===== config.mk =====
export PLATFORM = sky130hd
export DESIGN_NAME = lift_request_scheduler
export DESIGN_NICKNAME = d
export VERILOG_FILES = /design/src/rtl/lift_request_scheduler.sv
export SDC_FILE = /design/constraint.sdc
export NUM_CORES = 1
export LEC_CHECK = 0
export CORE_MARGIN = 8
export CORE_UTILIZATION = 49
export CTS_CLUSTER_DIAMETER = 120
export DETAILED_ROUTE_END_ITERATION = 10
export PLACE_DENSITY_LB_ADDON = 0.1
export RECOVER_POWER = 100
export SLEW_MARGIN = 30
export SYNTH_ARGS = -nofsm -noshare
export SYNTH_HDL_FRONTEND = slang
export SYNTH_SLANG_ARGS = --single-unit

===== constraint.sdc =====
create_clock -name clk_i -period 2.4 [get_ports clk_i]
set_input_delay 0.72 -clock clk_i [delete_from_list [all_inputs] [get_ports clk_i]]
set_output_delay 0.72 -clock clk_i [all_outputs]
set_load 0.02 [all_outputs]

===== src/rtl/lift_request_scheduler.sv =====
// Three-floor lift call scheduler: latches hall/cabin calls, picks the next target by
// sweep direction, hands it to the lift controller and watches for stalled trips.
module lift_request_scheduler #(
  parameter int TIMEOUT = 64
) (
  input  logic       clk_i,
  input  logic       rst_i,
  input  logic [2:0] hall_call,
  input  logic [2:0] car_call,
  input  logic [2:0] current_floor,
  input  logic       complete_i,
  output logic [2:0] request_floor,
  output logic       request_valid,
  output logic [2:0] pending,
  output logic       served,
  output logic       direction,
  output logic       stall_alert,
  output logic       floor_fault
);

  localparam int TW = ($clog2(TIMEOUT + 1) > 8) ? $clog2(TIMEOUT + 1) : 8;

  typedef enum logic {
    S_IDLE,
    S_WAIT
  } state_e;

  state_e          state_q, state_d;
  logic [2:0]      pending_q, pending_d;
  logic [2:0]      target_q, target_d;
  logic            dir_q, dir_d;
  logic            served_q, served_d;
  logic [TW-1:0]   timer_q, timer_d;

  logic [2:0] clear_mask;
  logic [2:0] cand, cand_up, cand_dn;
  logic [2:0] floors_above, floors_below;

  function automatic logic [2:0] lowest_bit(input logic [2:0] v);
    casez (v)
      3'b??1:  return 3'b001;
      3'b?10:  return 3'b010;
      3'b100:  return 3'b100;
      default: return 3'b000;
    endcase
  endfunction

  function automatic logic [2:0] highest_bit(input logic [2:0] v);
    casez (v)
      3'b1??:  return 3'b100;
      3'b01?:  return 3'b010;
      3'b001:  return 3'b001;
      default: return 3'b000;
    endcase
  endfunction

  assign floor_fault = !((current_floor == 3'b001) || (current_floor == 3'b010) ||
                         (current_floor == 3'b100));

  // Masks of the floors strictly above / below the (one-hot) cabin position.
  assign floors_above = {current_floor[1] | current_floor[0], current_floor[0], 1'b0};
  assign floors_below = {1'b0, current_floor[2], current_floor[2] | current_floor[1]};
  assign cand    = pending_q & ~current_floor;
  assign cand_up = cand & floors_above;
  assign cand_dn = cand & floors_below;

  // NOTE: sequential state uses non-blocking assignments so every register samples
  // the pre-edge values computed by the combinational processes.
  always_ff @(posedge clk_i) begin
    if (rst_i) begin
      state_q   <= S_IDLE;
      pending_q <= '0;
      target_q  <= '0;
      dir_q     <= 1'b1;
      served_q  <= 1'b0;
      timer_q   <= '0;
    end else begin
      state_q   <= state_d;
      pending_q <= pending_d;
      target_q  <= target_d;
      dir_q     <= dir_d;
      served_q  <= served_d;
      timer_q   <= timer_d;
    end
  end

  // NOTE: every signal gets a default before the case so no latch is inferred.
  always_comb begin
    state_d    = state_q;
    target_d   = target_q;
    dir_d      = dir_q;
    served_d   = 1'b0;
    timer_d    = timer_q;
    clear_mask = '0;

    unique case (state_q)
      S_IDLE: begin
        if (!floor_fault) begin
          if (|(pending_q & current_floor)) begin
            clear_mask = pending_q & current_floor;
            served_d   = 1'b1;
          end else if (|cand) begin
            state_d = S_WAIT;
            timer_d = '0;
            if (dir_q) begin
              if (|cand_up) begin
                target_d = lowest_bit(cand_up);
              end else begin
                target_d = highest_bit(cand_dn);
                dir_d    = 1'b0;
              end
            end else begin
              if (|cand_dn) begin
                target_d = highest_bit(cand_dn);
              end else begin
                target_d = lowest_bit(cand_up);
                dir_d    = 1'b1;
              end
            end
          end
        end
      end
      S_WAIT: begin
        if (complete_i && (current_floor == target_q)) begin
          clear_mask = target_q;
          served_d   = 1'b1;
          state_d    = S_IDLE;
          timer_d    = '0;
        end else if (timer_q != '1) begin
          timer_d = timer_q + TW'(1);
        end
      end
      default: state_d = S_IDLE;
    endcase

    // Clear beats a same-cycle set on the same bit.
    pending_d = (pending_q | hall_call | car_call) & ~clear_mask;
  end

  always_comb begin
    request_valid = (state_q == S_WAIT);
    request_floor = request_valid ? target_q : 3'b000;
    stall_alert   = (state_q == S_WAIT) && (timer_q >= TW'(TIMEOUT));
    pending       = pending_q;
    served        = served_q;
    direction     = dir_q;
  end

endmodule


==> run summary, run 1 <==
Switch Pwr: 0.210 mW
Slew margin rel.: 0.715
Total power: 0.665 mW
Die W: 61.6 microns
Layout cells sized above 1: 0.200
Min-delay src: target_q[1]
Ys flop type: dfxtp_1
CTS tree: yes
Slowest stage delay, CP: 0.67 ns
Row cnt: 16
Ant. Diodes: 0
Htree depth: 1
Final GP Congestion: 0.917
Initial antenna violation count: 0
Final nets: 174
Final ANT Viol Nets: 0
Detailed placement HPWL: 2190 microns
Hold Violations, Final: 0
Worst hold path class: reg2reg
Max-slew violations: 0
Footprint of the multi-input gates: 604 sq um
Top cells by area, synth: dfxtp_1 33%, a32o_2 6.6%, nor2_1 5.2%, o211ai_4 4.2%, o21ai_0 3.4%
FF-to-FF Start: pending[1]
Worst path cell trace: inv_1 -> nor2_1 -> dlygate4sd3_1
Syn_nets: 132
Critical Path Start Type: register
Max IR drop VDD: 394 uV
RSZ-0062 raised after global routing: no
Critical Path RT: 1.68 ns
CP Max Fanout: 7
Maximum clock insertion buffer count: 2
Sequential share of power: 0.465
Chip Height: 61.6 microns
Starting Density: 0.520
Filler-free cell count of the finished design: 187
Yosys cell types: 39
Synth warn: 0
Core area: 1960 sq um
Final Util: 0.708
Slew at the pin with the worst max-slew slack: 0.426 ns
Largest net degree at the start of global routing: 10
DRC Markers: 0
Vias in the first global route: 1002
Leading area contributor after synthesis: dfxtp_1
Yosys reg bits: 17
Drt wl/cell: 15.8 microns
CTS Root Cell: clkbuf_4
Final period utilization: 0.947
Lkg Pwr: 0.611 nW
Overall Global Routing Usage: 0.167
Total Wirelength: 2960 microns
CTS buffer count: 3
Clock-pin slew on the worst setup and hold paths: 0.10 ns
Number of synthesized flops with an enable pin: 0
Clk network pwr share: 0.230
Number of setup violations in the final report: 0
Yosys top cell area share: 0.334
Hold Buf Count CTS: 0
Vias/cell: 5.81
Post-synth ARST share: 0
Pint: 0.456 mW
Post-Place Cells: 178
# IOs: 23
Most frequent cell after synthesis: dfxtp_1
Register area: 342 sq um
Minimum clock period: 2.27 ns
Crit. End Element: output pin
Crit. Startpoint: request_valid
Clock sink total: 17
Post-Place Worst Slack: -0.465 ns
TritonRoute pass-1 iters: 4
Hold_ws: 0.529 ns
Max Cap Viol: 0
Die area: 3800 sq um
Combinational share of power: 0.305
Sequential share of the synthesized area: 0.334
Pwr Density: 479 nW/um^2
Critical Path AT: 1.55 ns
DP Area: 1350 sq um
Grt ovf: 0
Mean post-synth cell area: 8.57 sq um
Clock Latency Late Sink: 0.29 ns
Clock skew: 0.00437 ns
Crit-path slowest cell: dlygate4sd3_1
Sw frac: 0.315
Port Buffer Count: 22
Post-route setup TNS: 0 ns
Area Overhead vs Synth: 36.2%
Final Worst Setup Slack: 0.126 ns
Via count: 1086
Starting DRT DRC Count: 28
Outcome: complete, no violations
Mapped Area: 1020 sq um
Post-Syn Instances: 119
Fillcell total: 176
Global-route wire length before repair: 4650 microns
Fmax: 440 MHz
Most instantiated cells after synthesis: 17 x dfxtp_1, 14 x nor2_1, 7 x inv_1, 7 x o21ai_0
Critical path class: reg2out
Post-route design area: 1390 sq um
[state kept, by name, summed over array words and instances (netlist names)]
register and flops:
served 1, pending 3, timer_q 8, target_q 3, request_valid 1, direction 1
[critical path: cells and delay by family, from the launching register on]
family | cells | cell delay, ns
flops | 1 | 0.39
simple gates | 1 | 0.10
buf+inv | 2 | 0.77
[kinds of logic (layout without fill, tap and decap cells)]
family / after synthesis / count (layout) / synth area share
AOI/OAI and AO/OA: 40 / 40 / 0.318
xor gates and xnor gates: 4 / 4 / 0.0344
adders and majority gates: 1 / 1 / 0.0123
buffers and inverters: 12 / 53 / 0.0601
DFF: 17 / 17 / 0.334
muxes: 1 / 1 / 0.00982
and+or+nand+nor: 44 / 44 / 0.232
[layout make-up]
cell class              count  share of cell area
well taps                  27              0.0243
repair buffers             42               0.257
flip-flops and latches     17               0.246
multi-input cells          90               0.435
clock buffers               4              0.0189
inverters                   7              0.0189
[placed cells by master, fill, tap and decap left out, types with 4 or more instances in the layout]
cell,instances
dlygate4sd3_1,10
nor2_1,14
a21oi_1,4
nor3_1,5
dfxtp_1,16
o21ai_0,11
nor3b_1,4
nand2_1,5
inv_1,7
clkdlybuf4s50_1,8
buf_4,16
clkbuf_1,5
clkbuf_4,4
a32o_2,6
[power by group through the flow]
| stage | Sequential (mW) | Combinational [mW] | Clock [mW] |
|---|---|---|---|
| final | 0.310 | 0.203 | 0.153 |
| after global routing | 0.311 | 0.220 | 0.175 |
| after CTS | 0.309 | 0.217 | 0.155 |
| after detailed placement | 0.315 | 0.204 | 0 |
| after global placement | 0.315 | 0.198 | 0 |
| after floorplan | 0.323 | 0.101 | 0 |
[what timing repair did]
item	CTS	global route
pin swaps	1	2
endpoints found under the setup margin	13	16
resized for setup	7	6
endpoints found under the hold margin	0	0
setup buffers	5	0
[layer usage]
metal | vias up | share of wire | track usage | wire (microns)
met5 | - | 0 | 0 | 0
met4 | 0 | 0.016 | 0.0584 | 47
met3 | 7 | 0.077 | 0.0480 | 227
met2 | 44 | 0.51 | 0.310 | 1520
met1 | 503 | 0.39 | 0.171 | 1160
li1 | 532 | - | - | -
[final timing paths]
| path | endpoint | slack [ns] | cells past startpoint |
|---|---|---|---|
| worst max register to register | timer_q[3] | 0.50 | 6 |
| worst min-delay path | target_q[1] | 0.53 | 2 |
| worst max-delay path | stall_alert | 0.13 | 3 |
| worst min register to register | target_q[1] | 0.53 | 2 |
Power figures use the tool's default switching activity.
==> run 2, diff against run 1 <==
RECOVER_POWER = default   (was 100)
==> run 2 against run 1 <==
Critical path type unchanged. First-iteration DRC count increased by 29%. Clock skew decreased by 0.0032 ns. Setup slack improved by 0.034 ns. Largest power group unchanged. Critical endpoint unchanged. Highest routed layer unchanged.
==> run summary, run 2 (synthesis results as in run 1) <==
RSZ-0062 raised after global routing: no
Fillcell total: 168 (-4.5%)
# IOs: 23 (unchanged)
Critical path class: reg2out
Final nets: 174 (unchanged)
Via count: 1082 (-0.37%)
Row cnt: 16 (unchanged)
Minimum clock period: 2.24 ns (-0.0341 ns)
Register area: 342 sq um (unchanged)
Core area: 1960 sq um (unchanged)
Lkg Pwr: 0.610 nW (-0.12%)
Max-slew violations: 0 (unchanged)
Clock skew: 0.00117 ns (-0.00320 ns)
CP Max Fanout: 7 (unchanged)
Max IR drop VDD: 398 uV (+0.95%)
Fmax: 446 MHz (+1.5%)
Overall Global Routing Usage: 0.167 (unchanged)
Worst hold path class: reg2reg
Total Wirelength: 2930 microns (-1.1%)
Die area: 3800 sq um (unchanged)
Critical Path AT: 1.52 ns (-0.03 ns)
Initial antenna violation count: 0 (unchanged)
Met1 usage in global routing: 0.171 (unchanged)
Layout cells sized above 1: 0.238 (+0.0375)
CTS buffer count: 3 (unchanged)
Global-route wire length before repair: 4650 microns (unchanged)
Grt peak-use layer: met2
Slew at the pin with the worst max-slew slack: 0.366 ns (-0.0593 ns)
DRC Markers: 0 (unchanged)
Number of setup violations in the final report: 0 (unchanged)
Max reg flops: 8 (unchanged)
Outcome: complete, no violations
CTS tree: yes
Footprint of the multi-input gates: 621 sq um (+2.7%)
DP Area: 1350 sq um (unchanged)
Die W: 61.6 microns (unchanged)
Starting Density: 0.520 (unchanged)
M3 GR Usage: 0.0480 (unchanged)
Grt ovf: 0 (unchanged)
Port Buffer Count: 22 (unchanged)
Largest Register: timer_q
Ant. Diodes: 0 (unchanged)
TritonRoute pass-1 iters: 4 (unchanged)
Most frequent cells in the layout: 19 x buf_4, 18 x clkdlybuf4s50_1, 16 x dfxtp_1, 13 x nor2_1, 8 x o21ai_1
Htree depth: 1 (unchanged)
Starting DRT DRC Count: 36 (+29%)
Critical Path Start Type: register
Clock-pin slew on the worst setup and hold paths: 0.09 ns (about the same)
Detailed placement HPWL: 2190 microns (unchanged)
Crit. End Element: output pin
Post-route design area: 1420 sq um (+2.3%)
Post-route setup TNS: 0 ns (unchanged)
Vias/cell: 5.79 (-0.37%)
Clock sink total: 17 (unchanged)
Vias in the first global route: 1002 (unchanged)
Grt met2 use: 0.310 (unchanged)
Clock Latency Late Sink: 0.28 ns (about the same)
Chip Height: 61.6 microns (unchanged)
CTS Root Cell: clkbuf_4
Final ANT Viol Nets: 0 (unchanged)
Pwr Density: 480 nW/um^2 (+0.18%)
Hold Violations, Final: 0 (unchanged)
Commonest non-fill, non-tap cell in the layout: buf_4
Final period utilization: 0.933 (-0.0142)
Area Overhead vs Synth: 39.4%
Final Worst Setup Slack: 0.160 ns (+0.0341 ns)
Maximum clock insertion buffer count: 2 (unchanged)
Max Cap Viol: 0 (unchanged)
Drt wl/cell: 15.6 microns (-1.1%)
Post-Place Worst Slack: -0.465 ns (unchanged)
Final GP Congestion: 0.917 (unchanged)
Largest net degree at the start of global routing: 10 (unchanged)
Final Util: 0.724 (+0.0166)
Critical Path RT: 1.68 ns (about the same)
Slew margin rel.: 0.749 (+0.0344)
[run 2: final cells by class]
cell class,instances,share of cell area
Tap cell,27,0.0238
Multi-Input combinational cell,90,0.437
Inverter,7,0.0185
Timing Repair Buffer,42,0.262
Sequential cell,17,0.240
Clock buffer,4,0.0185
[run 2: timing repair]
action / 4_1_cts / 5_1_grt
resized for setup: 7 / 6
buffers inserted: 5 / 0
endpoints found under the hold margin: 0 / 0
endpoints found under the setup margin: 13 / 16
pin swaps: 1 / 2
hold buffers: 0 / 0
[run 2: final timing paths]
| path | startpoint | end | slack, ns | cells after the start |
|---|---|---|---|---|
| hold / removal | target_q[1] | target_q[1] | 0.52 | 2 |
| setup / recovery | request_valid | stall_alert | 0.16 | 3 |
| hold reg to reg | target_q[1] | target_q[1] | 0.52 | 2 |
| setup reg to reg | pending[1] | timer_q[7] | 0.57 | 6 |
[run 2: critical path, stage by stage (launching register included)]
cell	delay [ns]
dfxtp_2	0.40
inv_1	0.12
nor2_1	0.11
clkdlybuf4s50_1	0.60
[run 2: layer usage]
metal  part of all wire  wire length, microns
met5                  0                     0
met4             0.0044                    13
met3              0.074                   217
met2               0.52                  1520
met1               0.40                  1170
[run 2: per-stage QoR]
step	cells	total power, mW	hold slack (ns)
6_report	187	0.682	0.522
5_1_grt	187	0.728	0.567
4_1_cts	187	0.682	0.519
3_5_place_dp	178	0.519	0.506
3_3_place_gp	178	0.513	0.501
2_1_floorplan	119	0.424	0.479
[run 2: where the power goes]
group          internal, mW  leakage (nW)  switching (mW)
combinational         0.113         0.456           0.111
sequential            0.294         0.139          0.0156
clock                0.0646        0.0150          0.0835
total                 0.472         0.610           0.211
